`config.mk`:
```
export PLATFORM = sky130hd
export DESIGN_NAME = multicycle_ctrl
export DESIGN_NICKNAME = d
export VERILOG_FILES = /design/src/rtl/multicycle_ctrl.sv
export SDC_FILE = /design/constraint.sdc
export NUM_CORES = 1
export LEC_CHECK = 0
export BUFFER_PORTS_ARGS = -buffer_cell sky130_fd_sc_hd__clkbuf_2
export CAP_MARGIN = 40
export CORE_MARGIN = 2
export CORE_UTILIZATION = 52
export CTS_CLUSTER_SIZE = 25
export DETAILED_ROUTE_END_ITERATION = 12
export HOLD_SLACK_MARGIN = 0.03
export MAX_ROUTING_LAYER = met4
export PLACE_DENSITY_LB_ADDON = 0.15
export SETUP_SLACK_MARGIN = 0.02
export SLEW_MARGIN = 20
export SYNTH_ARGS = -nofsm -noshare
export SYNTH_HDL_FRONTEND = slang
export SYNTH_SLANG_ARGS = --single-unit
```
`constraint.sdc`:
```
create_clock -name clk -period 2.77 [get_ports clk]
set_input_delay 0.277 -clock clk [delete_from_list [all_inputs] [get_ports clk]]
set_output_delay 0.277 -clock clk [all_outputs]
set_load 0.02 [all_outputs]
```
`src/rtl/multicycle_ctrl.sv`:
```
// multicycle_ctrl: multicycle control FSM for a single-bus MIPS-subset datapath.
// Decodes op/funct/zero into datapath controls on every cycle. Each output is a
// function of the current state and the instruction fields only; there are no
// Mealy paths from registered datapath results other than zero in EX. The
// block also counts retired instructions in instret.
// Optional build macro: ILLEGAL_TRAP_EN. When it is defined, an unknown
// instruction traps into HALT and sets the sticky illegal flag. When it is
// undefined, an unknown instruction retires as a NOP.
module multicycle_ctrl #(
  parameter int CNT_W = 32
) (
  input  logic             clk,
  input  logic             rst,
  input  logic [5:0]       op,
  input  logic [5:0]       funct,
  input  logic             zero,
  output logic [1:0]       npcop,
  output logic             PCWr,
  output logic             IRWr,
  output logic             RFWr,
  output logic             wren,
  output logic             sel,
  output logic [3:0]       aluop,
  output logic [1:0]       extop,
  output logic [1:0]       D_sel,
  output logic [1:0]       R_sel,
  output logic [2:0]       state,
  output logic             retire,
  output logic [CNT_W-1:0] instret,
  output logic             illegal
);

  localparam logic [2:0] S_IF   = 3'd0;
  localparam logic [2:0] S_ID   = 3'd1;
  localparam logic [2:0] S_EX   = 3'd2;
  localparam logic [2:0] S_MEM  = 3'd3;
  localparam logic [2:0] S_WB   = 3'd4;
  localparam logic [2:0] S_HALT = 3'd5;

  localparam logic [3:0] ALU_ADD  = 4'b0000;
  localparam logic [3:0] ALU_SUB  = 4'b0001;
  localparam logic [3:0] ALU_AND  = 4'b0010;
  localparam logic [3:0] ALU_OR   = 4'b0011;
  localparam logic [3:0] ALU_SLT  = 4'b0100;
  localparam logic [3:0] ALU_PASS = 4'b0101;

  localparam logic [CNT_W-1:0] CNT_ONE = {{(CNT_W-1){1'b0}}, 1'b1};

  logic [2:0] next_state;
  logic       is_r_alu, is_jr, is_j, is_jal, is_addiu, is_ori, is_lui;
  logic       is_lw, is_sw, is_beq, is_i_alu, is_known;
  logic [3:0] r_aluop, i_aluop;
  logic [1:0] i_extop;

  // Instruction class decode; an R-type with an unrecognised funct is unknown.
  always_comb begin
    is_r_alu = 1'b0;
    r_aluop  = ALU_ADD;
    if (op == 6'b000000) begin
      case (funct)
        6'b100001: begin is_r_alu = 1'b1; r_aluop = ALU_ADD; end
        6'b100011: begin is_r_alu = 1'b1; r_aluop = ALU_SUB; end
        6'b100100: begin is_r_alu = 1'b1; r_aluop = ALU_AND; end
        6'b100101: begin is_r_alu = 1'b1; r_aluop = ALU_OR;  end
        6'b101010: begin is_r_alu = 1'b1; r_aluop = ALU_SLT; end
        default:   begin is_r_alu = 1'b0; r_aluop = ALU_ADD; end
      endcase
    end
    is_jr    = (op == 6'b000000) && (funct == 6'b001000);
    is_j     = (op == 6'b000010);
    is_jal   = (op == 6'b000011);
    is_addiu = (op == 6'b001001);
    is_ori   = (op == 6'b001101);
    is_lui   = (op == 6'b001111);
    is_lw    = (op == 6'b100011);
    is_sw    = (op == 6'b101011);
    is_beq   = (op == 6'b000100);
    is_i_alu = is_addiu | is_ori | is_lui;
    is_known = is_r_alu | is_jr | is_j | is_jal | is_i_alu | is_lw | is_sw | is_beq;
    // Immediate-ALU flavour: the extension mode and the ALU function travel together.
    i_extop = 2'b01;
    i_aluop = ALU_ADD;
    if (is_ori) begin
      i_extop = 2'b00;
      i_aluop = ALU_OR;
    end else if (is_lui) begin
      i_extop = 2'b10;
      i_aluop = ALU_PASS;
    end
  end

  // Moore control decode and next-state logic; everything is held at 0 while in reset.
  always_comb begin
    next_state = state;
    npcop      = 2'b00;
    PCWr       = 1'b0;
    IRWr       = 1'b0;
    RFWr       = 1'b0;
    wren       = 1'b0;
    sel        = 1'b0;
    aluop      = ALU_ADD;
    extop      = 2'b00;
    D_sel      = 2'b00;
    R_sel      = 2'b00;
    retire     = 1'b0;
    if (rst) begin
      case (state)
        S_IF: begin
          IRWr       = 1'b1;
          PCWr       = 1'b1;
          next_state = S_ID;
        end
        S_ID: begin
          if (is_j || is_jal) begin
            PCWr       = 1'b1;
            npcop      = 2'b10;
            retire     = 1'b1;
            next_state = S_IF;
            if (is_jal) begin
              // Link: write pc into $31.
              RFWr  = 1'b1;
              R_sel = 2'b00;
              D_sel = 2'b00;
            end
          end else if (!is_known) begin
`ifdef ILLEGAL_TRAP_EN
            next_state = S_HALT;
`else
            // PC was already advanced in IF, so retiring here is a NOP.
            retire     = 1'b1;
            next_state = S_IF;
`endif
          end else begin
            next_state = S_EX;
          end
        end
        S_EX: begin
          if (is_r_alu) begin
            sel        = 1'b0;
            aluop      = r_aluop;
            next_state = S_WB;
          end else if (is_jr) begin
            PCWr       = 1'b1;
            npcop      = 2'b11;
            retire     = 1'b1;
            next_state = S_IF;
          end else if (is_i_alu) begin
            sel        = 1'b1;
            extop      = i_extop;
            aluop      = i_aluop;
            next_state = S_WB;
          end else if (is_lw || is_sw) begin
            sel        = 1'b1;
            extop      = 2'b01;
            aluop      = ALU_ADD;
            next_state = S_MEM;
          end else if (is_beq) begin
            sel        = 1'b0;
            aluop      = ALU_SUB;
            npcop      = 2'b01;
            PCWr       = zero;
            retire     = 1'b1;
            next_state = S_IF;
          end else begin
            next_state = S_IF;
          end
        end
        S_MEM: begin
          if (is_sw) begin
            wren       = 1'b1;
            sel        = 1'b0;
            retire     = 1'b1;
            next_state = S_IF;
          end else if (is_lw) begin
            next_state = S_WB;
          end else begin
            next_state = S_IF;
          end
        end
        S_WB: begin
          RFWr       = 1'b1;
          retire     = 1'b1;
          next_state = S_IF;
          if (is_lw) begin
            D_sel = 2'b10;
            R_sel = 2'b01;
            sel   = 1'b1;
            extop = 2'b01;
            aluop = ALU_ADD;
          end else if (is_i_alu) begin
            D_sel = 2'b01;
            R_sel = 2'b01;
            sel   = 1'b1;
            extop = i_extop;
            aluop = i_aluop;
          end else begin
            D_sel = 2'b01;
            R_sel = 2'b10;
            sel   = 1'b0;
            aluop = r_aluop;
          end
        end
        S_HALT: begin
          next_state = S_HALT;
        end
        default: begin
          next_state = S_IF;
        end
      endcase
    end
  end

  // State register.
  always_ff @(posedge clk or negedge rst) begin
    if (!rst) begin
      state <= S_IF;
    end else begin
      state <= next_state;
    end
  end

  // Retired-instruction counter; wraps naturally at 2^CNT_W.
  always_ff @(posedge clk or negedge rst) begin
    if (!rst) begin
      instret <= '0;
    end else if (retire) begin
      instret <= instret + CNT_ONE;
    end
  end

`ifdef ILLEGAL_TRAP_EN
  // Sticky trap flag, set on leaving ID with an unknown instruction.
  always_ff @(posedge clk or negedge rst) begin
    if (!rst) begin
      illegal <= 1'b0;
    end else if (state == S_ID && !is_known) begin
      illegal <= 1'b1;
    end
  end
`else
  assign illegal = 1'b0;
`endif

endmodule

```
==> reports/metrics.cfg <==
[outcome]
outcome = complete, no violations

[setup_path]
critPathMostFrequentCell = sky130_fd_sc_hd__nand2_1
timing.critical_path.slowest_stage_cell = sky130_fd_sc_hd__dfrtp_1
timing.critical_path.required_ns = 2.49
critical-path-max-stage-delay_ns = 0.52
worst_path_arrival_ns = 2.19
timing.critical_path.to_type = output pin
path_cells = nor2_1 -> nand2_1 -> nor3_2 -> o21ai_2 -> buf_4 -> nand2_1 -> clkbuf_2
critPathMaxFanout = 31
critical_path_source_type = flip-flop
criticalPathCategory = flip-flop to output pin

[die]
ios = 69
coreArea_um2 = 4440
die_width_um = 72.4
die_extent_in_y_um = 72.4
floorplan.die_area_um2 = 5250
num_rows = 24
initial_core_util = 0.548

[sta]
grt_setup_unrepaired = no
period_share = 0.890
fin_skew_ns = 0.00388
report.final.slew_viol_count = 0
final.hold.worst_slack_ns = 0.469
setup_tns_ns = 0
max_clock_freq_mhz = 406
timing_hold_violations_final = 0
final-setup-viol-count = 0
finalCriticalPeriod_ns = 2.46

[placed_design]
gp_routability_congestion = 0.858
number_of_buffers_inserted_by_port_buffering = 66
place.detailed.hpwl_um = 4050

[routing]
overall_routed_net_length_um = 5460
drt_iter0_markers = 178
route.antenna.remaining_nets = 0
drc_errors = 0
number_of_vias_per_cell = 5.85
avgRoutedWirePerCell_um = 14.2
via_count = 2252
drt_pass1_iterations = 4

[cts]
cts_root_buf = sky130_fd_sc_hd__clkbuf_8
clockBufferDepth = 2
cts.htree.levels = 2
clkSlewWorstSetupHoldPaths_ns = 0.07
cts_inserted_buffers = 5
clk_latency_ns = 0.28
cts_post_setup_buffers_inserted = 0
cts.sinks = 35
cts_tree = done

[global_routing]
track_usage = 0.219
grt_overflow_total = 0
grt_start_max_net_pins = 34
number_of_antenna_violations_at_the_first_check_in_global_routing = 0
grt_first_pass_wirelength_um = 8930
first_global_vias = 1903

[power_and_ir_drop]
power_density_nw_per_um2 = 542
portion_of_total_power_attributed_to_sequential_cells = 0.453
clockPowerShare = 0.228
static-leakage-power_uw = 0.00126
report.power.total_uw = 1550
vdd_ir_drop_max_mv = 0.392
combinationalPowerShare = 0.319
p_int_uw = 941
switching_share = 0.393
power.net_switching_uw = 609

[cells_and_area]
final_common_cell = sky130_fd_sc_hd__clkbuf_2
most-common-layout-cells = sky130_fd_sc_hd__clkbuf_2, sky130_fd_sc_hd__dfrtp_1, sky130_fd_sc_hd__xor2_1, sky130_fd_sc_hd__nand2_1, sky130_fd_sc_hd__nor2_1
fillCellCount = 388
area_growth_pct = 17.5
diodes = 0
drive_gt1_frac = 0.285
finish.utilization = 0.644
finish.net_count = 348

[synthesis]
seq_area_frac_synth = 0.360
synthesis.yosys.warnings = 0
count_of_different_cell_masters_after_synthesis = 53
synth_top_cell_by_area = sky130_fd_sc_hd__dfrtp_1
avgSynthCellArea_um2 = 8.95
synth.ff_latch_count = 35
synthCells = 272
synth.top_cells.by_area = sky130_fd_sc_hd__dfrtp_1, sky130_fd_sc_hd__xor2_1, sky130_fd_sc_hd__a211oi_1
netlist.area_leader.share = 0.360
post_synth_design_cell_area_um2 = 2430

[job]
max_cap_violations = 0

[min_path]
hold_class = flip-flop to flip-flop

what timing repair did:
item,CTS,global route
hold endpoints to repair,9,0
hold buffers,1,0
resized for setup,0,0
worst max-delay path: cells and delay by family, from the launching register on:
kind / cells / cell delay (ns)
AO/OA/AOI/OAI: 1 / 0.09
buffers and inverters: 2 / 0.44
AND/OR/NAND/NOR: 4 / 0.85
flip-flops: 1 / 0.52
final cells by class:
class                      count  area [µm²]  area share
multi-input combinational    211        1430       0.500
sequential                    35         876       0.306
timing repair buffer          72         378       0.132
clock buffer                   6        72.6      0.0254
tap                           52        65.1      0.0227
inverter                       7        26.3     0.00919
clock inverter                 2        12.5     0.00437
registers in the layout (all words and copies together) (netlist names):
signal / flops
instret: 32
state: 3
kinds of logic (layout without fill, tap and decap cells):
| kind of cell | count (synthesis) | in the layout | share of synthesized area |
|---|---|---|---|
| muxes | 1 | 1 | 0.00462 |
| adders and majority gates | 1 | 1 | 0.00514 |
| other | 1 | 2 | 0.00154 |
| xor gates and xnor gates | 32 | 32 | 0.115 |
| DFF | 35 | 35 | 0.360 |
| buffers and inverters | 27 | 87 | 0.0545 |
| and+or+nand+nor | 112 | 112 | 0.251 |
| AOI/OAI and AO/OA | 63 | 63 | 0.209 |
worst paths after layout:
kind	start	slack [ns]	to	cells after the start
setup / recovery	state[0]$_DFFE_PN0P_	0.31	retire	7
hold / removal	instret[31]$_DFFE_PN0P_	0.47	instret[31]$_DFFE_PN0P_	1
setup reg to reg	state[0]$_DFFE_PN0P_	0.49	instret[11]$_DFFE_PN0P_	7
hold reg to reg	instret[31]$_DFFE_PN0P_	0.47	instret[31]$_DFFE_PN0P_	1
min in group asynchronous	rst	0.55	instret[18]$_DFFE_PN0P_	3
max in group asynchronous	rst	1.87	instret[8]$_DFFE_PN0P_	3
cells in the mapped netlist (all sizes together):
master	number
nand3b	3
nand3	14
nor4b	2
o21ai	9
nor2	20
inv	7
nor3b	1
a32oi	1
nor3	7
o21bai	1
and2	3
buf	9
o32ai	1
or2	2
and4	5
o22ai	1
o211ai	1
a21boi	3
or3	4
and3	9
ha	1
o31a	1
xnor2	4
a31oi	2
mux2	1
a32o	1
nor4bb	1
xor2	28
o31ai	1
nand2b	3
clkbuf	11
and3b	1
a21oi	15
conb	1
dfrtp	35
nor2b	2
nand2	27
a31o	1
a21o	2
a211oi	14
or3b	1
a2111oi	9
nand4	7
power by group through the flow:
stage | clock network [µW] | logic, µW | registers (µW)
2_1_floorplan | 0 | 248 | 788
3_3_place_gp | 0 | 490 | 709
3_5_place_dp | 0 | 496 | 712
4_1_cts | 368 | 499 | 702
5_1_grt | 388 | 547 | 721
6_report | 354 | 494 | 702
metal layers:
metal  routed length (µm)  global-route usage
met1                 2460               0.304
met4                   55              0.0535
met2                 2610               0.327
met3                  339              0.0500
met5                    0                   -
per-stage QoR:
step | setup WS (ns) | std cells | area [µm²]
after floorplan | 0.629 | 273 | 2440
after global placement | 0.529 | 376 | 2770
after detailed placement | 0.499 | 376 | 2770
after CTS | 0.305 | 385 | 2860
after global routing | 0.135 | 385 | 2860
final | 0.305 | 385 | 2860
(Power assumes the default switching activity.)
